`config.mk`:
```
export PLATFORM = sky130hd
export DESIGN_NAME = uart_rxfifo
export DESIGN_NICKNAME = d
export VERILOG_FILES = /design/src/rtl/uart_rxfifo_pkg.sv /design/src/rtl/uart_rxfifo_mem.sv /design/src/rtl/uart_rxfifo.sv
export SDC_FILE = /design/constraint.sdc
export NUM_CORES = 1
export LEC_CHECK = 0
export ABC_AREA = 1
export BUFFER_PORTS_ARGS = -buffer_cell sky130_fd_sc_hd__buf_2
export CORE_MARGIN = 1
export CORE_UTILIZATION = 58
export CTS_CLUSTER_SIZE = 40
export DETAILED_ROUTE_END_ITERATION = 16
export PLACE_DENSITY = 0.84
export SLEW_MARGIN = 10
export SYNTH_ARGS = -nofsm -noshare
export SYNTH_HDL_FRONTEND = slang
export SYNTH_HIERARCHICAL = 1
export SYNTH_SLANG_ARGS = --single-unit
export TNS_END_PERCENT = 30
```
`constraint.sdc`:
```
create_clock -name clk -period 2 [get_ports clk]
set_input_delay 0.3 -clock clk [delete_from_list [all_inputs] [get_ports clk]]
set_output_delay 0.3 -clock clk [all_outputs]
set_load 0.05 [all_outputs]
```
`src/rtl/uart_rxfifo_pkg.sv`:
```
// uart_rxfifo_pkg: shared definitions for the UART receive FIFO slave.
//   - register word offsets within the mmapper window
//   - STATUS / CTRL bit positions
//   - RXFIFO_IRQ_EN_DEFAULT: 1 when the build defines RXFIFO_IRQ_EN
//     (threshold/irq_en registers and the irq output), 0 otherwise.
package uart_rxfifo_pkg;

  localparam logic [2:0] RXFIFO_DATA   = 3'd0;
  localparam logic [2:0] RXFIFO_STATUS = 3'd1;
  localparam logic [2:0] RXFIFO_CTRL   = 3'd2;

  // DATA register
  localparam int DATA_VALID_BIT = 8;

  // STATUS register
  localparam int STAT_EMPTY_BIT = 0;
  localparam int STAT_FULL_BIT  = 1;
  localparam int STAT_OVR_BIT   = 2;
  localparam int STAT_CNT_LSB   = 8;
  localparam int STAT_CNT_MSB   = 15;

  // CTRL register
  localparam int CTRL_THR_LSB   = 0;
  localparam int CTRL_THR_MSB   = 7;
  localparam int CTRL_IRQEN_BIT = 8;
  localparam int CTRL_FLUSH_BIT = 9;

`ifdef RXFIFO_IRQ_EN
  localparam bit RXFIFO_IRQ_EN_DEFAULT = 1'b1;
`else
  localparam bit RXFIFO_IRQ_EN_DEFAULT = 1'b0;
`endif

endpackage

```
`src/rtl/uart_rxfifo_mem.sv`:
```
// rxfifo_mem: 2**DEPTH_LOG2 x 8 byte storage for the UART receive FIFO.
// Ports:
//   clk    in   clock
//   wen    in   write enable (synchronous write)
//   waddr  in   write address
//   wdata  in   write byte
//   raddr  in   read address (asynchronous read)
//   rdata  out  byte at raddr
// Contents are intentionally not reset; the owner masks stale data by count.
module rxfifo_mem #(
  parameter int DEPTH_LOG2 = 4
) (
  input  logic                  clk,
  input  logic                  wen,
  input  logic [DEPTH_LOG2-1:0] waddr,
  input  logic [7:0]            wdata,
  input  logic [DEPTH_LOG2-1:0] raddr,
  output logic [7:0]            rdata
);

  logic [7:0] mem [2**DEPTH_LOG2];

  always_ff @(posedge clk) begin
    if (wen) mem[waddr] <= wdata;
  end

  assign rdata = mem[raddr];

endmodule

```
`src/rtl/uart_rxfifo.sv`:
```
// uart_rxfifo: receive byte FIFO between the uart core and the mmapper.
// Optional feature macro: RXFIFO_IRQ_EN (threshold/irq_en registers and irq).
// Without it irq is tied low and CTRL[8:0] read 0; flush still works.
// Ports:
//   clk     in   main clock
//   rstn    in   asynchronous reset, active-low
//   rxdata  in   received byte, valid while rxnew is high
//   rxnew   in   one-cycle byte strobe from the uart core
//   a       in   word offset (0 DATA, 1 STATUS, 2 CTRL)
//   d       in   write data
//   we      in   write enable
//   rd      in   read strobe; a rising edge at a=DATA pops one byte
//   spo     out  combinational read data
//   irq     out  registered level interrupt
module uart_rxfifo
  import uart_rxfifo_pkg::*;
#(
  parameter int DEPTH_LOG2 = 4
) (
  input  logic        clk,
  input  logic        rstn,
  input  logic [7:0]  rxdata,
  input  logic        rxnew,
  input  logic [2:0]  a,
  input  logic [31:0] d,
  input  logic        we,
  input  logic        rd,
  output logic [31:0] spo,
  output logic        irq
);

  localparam int DEPTH = 2**DEPTH_LOG2;
  localparam logic [DEPTH_LOG2:0] FULL_COUNT = (DEPTH_LOG2+1)'(DEPTH);

  logic [DEPTH_LOG2-1:0] wr_ptr;
  logic [DEPTH_LOG2-1:0] rd_ptr;
  logic [DEPTH_LOG2:0]   count;
  logic [DEPTH_LOG2:0]   count_nxt;
  logic                  overrun;
  logic                  rd_q;
  logic [7:0]            head_byte;
  logic [31:0]           ctrl_rd;

  logic empty, full;
  logic sel_data, sel_status, sel_ctrl;
  logic pop, push, flush, ovr_set, ovr_clr;

  assign empty      = (count == '0);
  assign full       = (count == FULL_COUNT);
  assign sel_data   = (a == RXFIFO_DATA);
  assign sel_status = (a == RXFIFO_STATUS);
  assign sel_ctrl   = (a == RXFIFO_CTRL);

  // rd is a level from the mmapper; only its rising edge pops.
  assign pop     = rd & ~rd_q & sel_data & ~empty;
  assign flush   = we & sel_ctrl & d[CTRL_FLUSH_BIT];
  // A push into a full FIFO is still accepted when a pop frees the slot in
  // the same cycle; flush overrides both and drops the incoming byte.
  assign push    = rxnew & ~flush & (~full | pop);
  assign ovr_set = rxnew & ~flush & full & ~pop;
  assign ovr_clr = we & sel_status & d[STAT_OVR_BIT];

  always_comb begin
    count_nxt = count;
    if (flush) begin
      count_nxt = '0;
    end else begin
      case ({push, pop})
        2'b10:   count_nxt = count + 1'b1;
        2'b01:   count_nxt = count - 1'b1;
        default: count_nxt = count;
      endcase
    end
  end

  always_ff @(posedge clk or negedge rstn) begin
    if (!rstn) begin
      wr_ptr  <= '0;
      rd_ptr  <= '0;
      count   <= '0;
      overrun <= 1'b0;
      rd_q    <= 1'b0;
    end else begin
      rd_q  <= rd;
      count <= count_nxt;
      if (flush) begin
        wr_ptr <= '0;
        rd_ptr <= '0;
      end else begin
        if (push) wr_ptr <= wr_ptr + 1'b1;
        if (pop)  rd_ptr <= rd_ptr + 1'b1;
      end
      // Setting has priority over a simultaneous write-1-to-clear.
      if (ovr_set)      overrun <= 1'b1;
      else if (ovr_clr) overrun <= 1'b0;
    end
  end

  rxfifo_mem #(
    .DEPTH_LOG2(DEPTH_LOG2)
  ) u_mem (
    .clk   (clk),
    .wen   (push),
    .waddr (wr_ptr),
    .wdata (rxdata),
    .raddr (rd_ptr),
    .rdata (head_byte)
  );

`ifdef RXFIFO_IRQ_EN
  logic [7:0] threshold;
  logic       irq_en;
  logic       unused_d;

  assign unused_d = ^d[31:10];

  always_ff @(posedge clk or negedge rstn) begin
    if (!rstn) begin
      threshold <= '0;
      irq_en    <= 1'b0;
      irq       <= 1'b0;
    end else begin
      if (we & sel_ctrl) begin
        threshold <= d[CTRL_THR_MSB:CTRL_THR_LSB];
        irq_en    <= d[CTRL_IRQEN_BIT];
      end
      // Built from registered state, so irq trails the change by one cycle.
      irq <= irq_en & (overrun |
                       ((threshold != 8'd0) && (32'(count) >= 32'(threshold))));
    end
  end

  always_comb begin
    ctrl_rd = '0;
    ctrl_rd[CTRL_THR_MSB:CTRL_THR_LSB] = threshold;
    ctrl_rd[CTRL_IRQEN_BIT]            = irq_en;
  end
`else
  logic unused_d;

  assign unused_d = ^{d[31:10], d[8:3], d[1:0]};
  assign irq      = 1'b0;
  assign ctrl_rd  = '0;
`endif

  always_comb begin
    spo = '0;
    case (a)
      RXFIFO_DATA: begin
        spo[DATA_VALID_BIT] = ~empty;
        spo[7:0]            = empty ? 8'h00 : head_byte;
      end
      RXFIFO_STATUS: begin
        spo[STAT_CNT_MSB:STAT_CNT_LSB] = 8'(count);
        spo[STAT_OVR_BIT]              = overrun;
        spo[STAT_FULL_BIT]             = full;
        spo[STAT_EMPTY_BIT]            = empty;
      end
      RXFIFO_CTRL: spo = ctrl_rd;
      default:     spo = '0;
    endcase
  end

endmodule

```
# [Yosys cells after proc, flatten, opt, wreduce, memory -nomap -nowiden]
# Memory sizes are Yosys's and may differ from the RTL's.
# Cells that the tools add are included.
# Widths: inputs -> output; s select.
[totals] ff_bits=15 ramBits=128 input_bits=48 word_cells=53 n_memories=1
[memory_table] memory="u_mem.mem" words=16 width=8 read_ports=1 rd_clocked_by_memory_dff=0 wr=1 line="uart_rxfifo_mem.sv:21" text="logic [7:0] mem [2**DEPTH_LOG2];"
[op_classes] n_addsub=4 eq_ne=5 n_mux=15 bitwise=17 n_reduce_logical=6
[ops] cell="$mux 4" n=5
[ops] cell="$and 1x1->1" n=11
[ops] cell="$mux 5" n=2
[ops] cell="$pmux 5 s2" n=1
[ops] cell="$add 4x1->4 const B" n=2
[ops] cell="$mux 8" n=1
[ops] cell="$pmux 3 s2" n=1
[ops] cell="$reduce_bool 2->1" n=3
[ops] cell="$add 5x1->5 const B" n=1
[ops] cell="$eq 5x5->1 const B" n=1
[ops] cell="$logic_not 5->1" n=1
[ops] cell="$not 1->1" n=5
[ops] cell="$sub 5x1->5 const B" n=1
[ops] cell="$mux 1" n=4
[ops] cell="$eq 3x1->1 const B" n=1
[ops] cell="$eq 3x2->1 const B" n=1
[ops] cell="$logic_not 3->1" n=1
[ops] cell="$reduce_bool 3->1" n=1
[ops] cell="$eq 2x1->1 const B" n=1
[ops] cell="$eq 2x2->1 const B" n=1
[ops] cell="$pmux 1 s2" n=1
[ops] cell="$or 1x1->1" n=1

# [Longest topological paths before layout]
[depth] word_depth=9 mapped_depth=16 ltp_nobuf=16

# [Modules after synthesis]
# Netlist, hierarchy kept.
[by_module_without_submodules] mod="rxfifo_mem" n_inst=1 cells_per_inst=543 area_per_inst_um2=5606.6
[by_module_without_submodules] mod="uart_rxfifo" n_inst=1 cells_per_inst=172 area_per_inst_um2=1252.5

# [Worst setup path before layout]
# No wires, ideal clock.
[synth_path] path_type="flip-flop to output port" startpoint="register rd_ptr[0]" endpoint="output spo[2]" arrival_ns=2.165 t_required_ns=1.700 setup_slack_ns=-0.465 stages_incl_launch_ff=11 path_buffers=1 path_cell_list="dfrtp_1 > inv_2 > buf_2 > nand2_1 > nand2_1 > nand2_1 > nand3_1 > nand3_1 > nand2_1 > nand2_1 > o21ai_0"
[synth_via] elab_chain_cells=3
[synth_rtl] element="start: declaration" line="uart_rxfifo.sv:36" text="logic [DEPTH_LOG2-1:0] rd_ptr;"
[synth_rtl] element="start signal: assignment" line="uart_rxfifo.sv:91" text="if (pop) rd_ptr <= rd_ptr + 1'b1;"
[synth_rtl] element="$mem_v2 16x8"
[synth_rtl] element="named net head_byte[2]" line="uart_rxfifo.sv:41" text="logic [7:0] head_byte;"
[synth_rtl] element="$mux 8" line="uart_rxfifo.sv:151" text="spo[7:0] = empty ? 8'h00 : head_byte;"
[synth_rtl] element="$pmux 3 s2" line="uart_rxfifo.sv:148" text="case (a)"
[synth_rtl] element="end: declaration" line="uart_rxfifo.sv:28" text="output logic [31:0] spo,"
# The timed path passes the listed nets, and every way through them passes these cells.

# [Final worst setup path]
[layout_path] startpoint="register rd_ptr[0]" endpoint="output spo[0]"
# Same word-level chain as after synthesis.

==> out/metrics.yaml <==
status: "complete, but fails checks"
violations: "setup timing"
fillers: 670
min_from: "d[2]"
vias: 5496
endpoint_kind: "primary output"
path_class: "reg2out"
track_usage_pct: 29.1
peakVddDrop_mv: 0.920
cts_sinks: 143
ant_nets: 0
layout-drive-gt1-share_pct: 26.9
drc: 0
via_per_inst: 5.83
first_pass_iters: 6
synth-edff-count: 128
io_pins: 81
yosys.area.top_type: "edfxtp_1"
grt_pass1_vias: 5286
cts_buffers: 17
fmax_mhz: 414
yosysWarnings: 6
period_minus_slack_ns: 2.42
netlist_top_cells_count: "nand2_1 (210), edfxtp_1 (128), inv_1 (119)"
antenna_found_initial: 0
fin_cells: 943
grt_pass1_wl_um: 26700
die_area_um2: 12300
r2r_cells: 13
grt_max_degree: 35
timing.rr.end: "count[2]"
cts_max_level: 4
synthDistinctLibCells: 31
r2r_setup_slack_ns: 0.09
report.final.slew_viol_count: 0
worstReg2RegStart: "count[3]"
cp-endpoint: "spo[0]"
swShare_pct: 37.9
dp_hpwl_um: 9950
clock_path_buffers: 2
fin_skew_ns: 0.00745
internal-power_mw: 6.99
wire_per_inst_um: 19.5
routed_wl_um: 18400
core_area_um2: 11500
utilization_pct: 73.7
clk_pin_slew_ns: 0.06
synthCells: 715
synth_area_um2: 6860
synth_top_area_share_pct: 56.0
p_per_area_nw_per_um2: 1330
pwr-share-seq_pct: 34.5
port_buffers: 30
hp-class: "in2reg"
die_h_um: 111
async_flop_share_pct: 10.5
hold_viol: 0
syn_area_per_cell_um2: 9.59
rsz0062_at_grt: "yes"
rows: 39
dieWidth_um: 111
layout.nets: 839
p_leak_nw: 3.80
worstSetupStartpoint: "rd_ptr[0]"
cts_root_buffer: "clkbuf_16"
start_kind: "register"
antenna_cells_inserted: 0
p_sw_mw: 4.28
cp.required_ns: 1.70
gp_congestion: 0.864
ys_seq_area_share_pct: 61.5
grt_overflow: 0
power_frac_clock_pct: 27.0
clkLatencyLatePin_ns: 0.42
area_delta_synth_final_pct: 23.2
drv_cap: 0
ys_ff_latch: 143
dp.cells: 896
finalSetupViolCount: 8
cp_max_fo: 22
fin_crit_sh_pct: 121
yosys-top-cells-area: "edfxtp_1 (56%), nand2_1 (11%), nand3_1 (7.7%)"
cp.arrival_ns: 2.12
p_comb_share_pct: 38.5
synth_most_common_cell: "nand2_1"
tritoncts: "yes"
start_util_pct: 59.8
fin_ws_ns: -0.416
drt-initial-drc-count: 649
synth_ff_type: "edfxtp_1"
==> kinds of logic after synthesis <==
group           after synthesis  synth area share, %
compound gates               22                 1.73
xor+xnor                      2                0.255
fa+ha+maj                     4                0.730
buf+inv                     171                 11.6
flops                       143                 61.5
other cells                   1               0.0547
simple gates                372                 24.1
==> state kept, by name (all words and copies together) (netlist names) <==
name / flops
rd_ptr: 4
count: 5
overrun: 1
u_mem/mem: 128
wr_ptr: 4
rd_q: 1
==> power groups by stage <==
stage	Combinational [mW]	Clock (mW)	Sequential (mW)
finish	4.34	3.04	3.89
CTS	3.68	3.05	3.85
global route	4.57	3.18	3.91
detailed placement	3.14	0	3.89
floorplan	2.32	0	3.82
global placement	3.01	0	3.86
==> cells in the final DEF, fill, tap and decap left out, drive strengths merged, types with 14 or more instances in the layout <==
master / count
nand2: 220
conb: 20
buf: 75
inv: 126
o21ai: 14
nand3: 110
clkbuf: 19
nor2: 38
dfrtp: 15
edfxtp: 128
==> timing repair <==
item | 4_1_cts | 5_1_grt
buffers inserted | 6 | 4
hold buffers | 2 | 0
pin swaps | 22 | 14
gates cloned | 2 | 2
gates resized for setup | 73 | 52
setup endpoints to repair | 9 | 51
hold endpoints to repair | 16 | 0
==> critical path: stages, from the launching register on <==
cell	delay [ns]
dfrtp_2	0.48
buf_6	0.15
buf_12	0.15
nand2_1	0.09
nand3_2	0.08
nand3_2	0.10
nand3_2	0.11
nand2_2	0.10
nand2_1	0.06
o22ai_1	0.14
buf_4	0.23
==> per-layer routing <==
layer  vias to the layer above  GRT usage, %  share of wire [%]
met5                         -             0                  0
met4                         0          16.4                4.8
met3                        94          6.83                 10
met2                       408          49.1                 50
met1                      2590          34.3                 35
li1                       2404             -                  -
==> per-stage QoR <==
step / total power [mW] / instance area [µm²] / hold WS, ns / TNS (ns) / setup WS (ns)
3_3_place_gp: 6.87 / 7250 / 0.224 / 0 / 0.0111
4_1_cts: 10.6 / 8180 / 0.196 / -2.48 / -0.344
6_report: 11.3 / 8450 / 0.197 / -2.97 / -0.416
5_1_grt: 11.7 / 8450 / 0.236 / -3.59 / -0.494
3_5_place_dp: 7.03 / 7250 / 0.233 / -0.0455 / -0.0371
2_1_floorplan: 6.13 / 6930 / 0.00441 / -0.713 / -0.174
==> worst min-delay path by stage <==
stage | end | slack [ns] | cells past startpoint
2_1_floorplan | count[0] | 0.004 | 0
3_3_place_gp | count[0] | 0.22 | 1
3_5_place_dp | count[0] | 0.23 | 1
4_1_cts | overrun | 0.20 | 4
5_1_grt | overrun | 0.24 | 4
6_report | overrun | 0.20 | 4
==> area by class of cell <==
cell class	instances	area [µm²]	share of cell area, %
clock inverters	15	145	1.72
inverters	126	485	5.75
repair buffers	79	739	8.75
clock buffers	17	425	5.03
multi-input cells	420	2250	26.6
well taps	143	179	2.12
flip-flops and latches	143	4230	50.0
No activity file was read; power rests on OpenSTA's default activity.
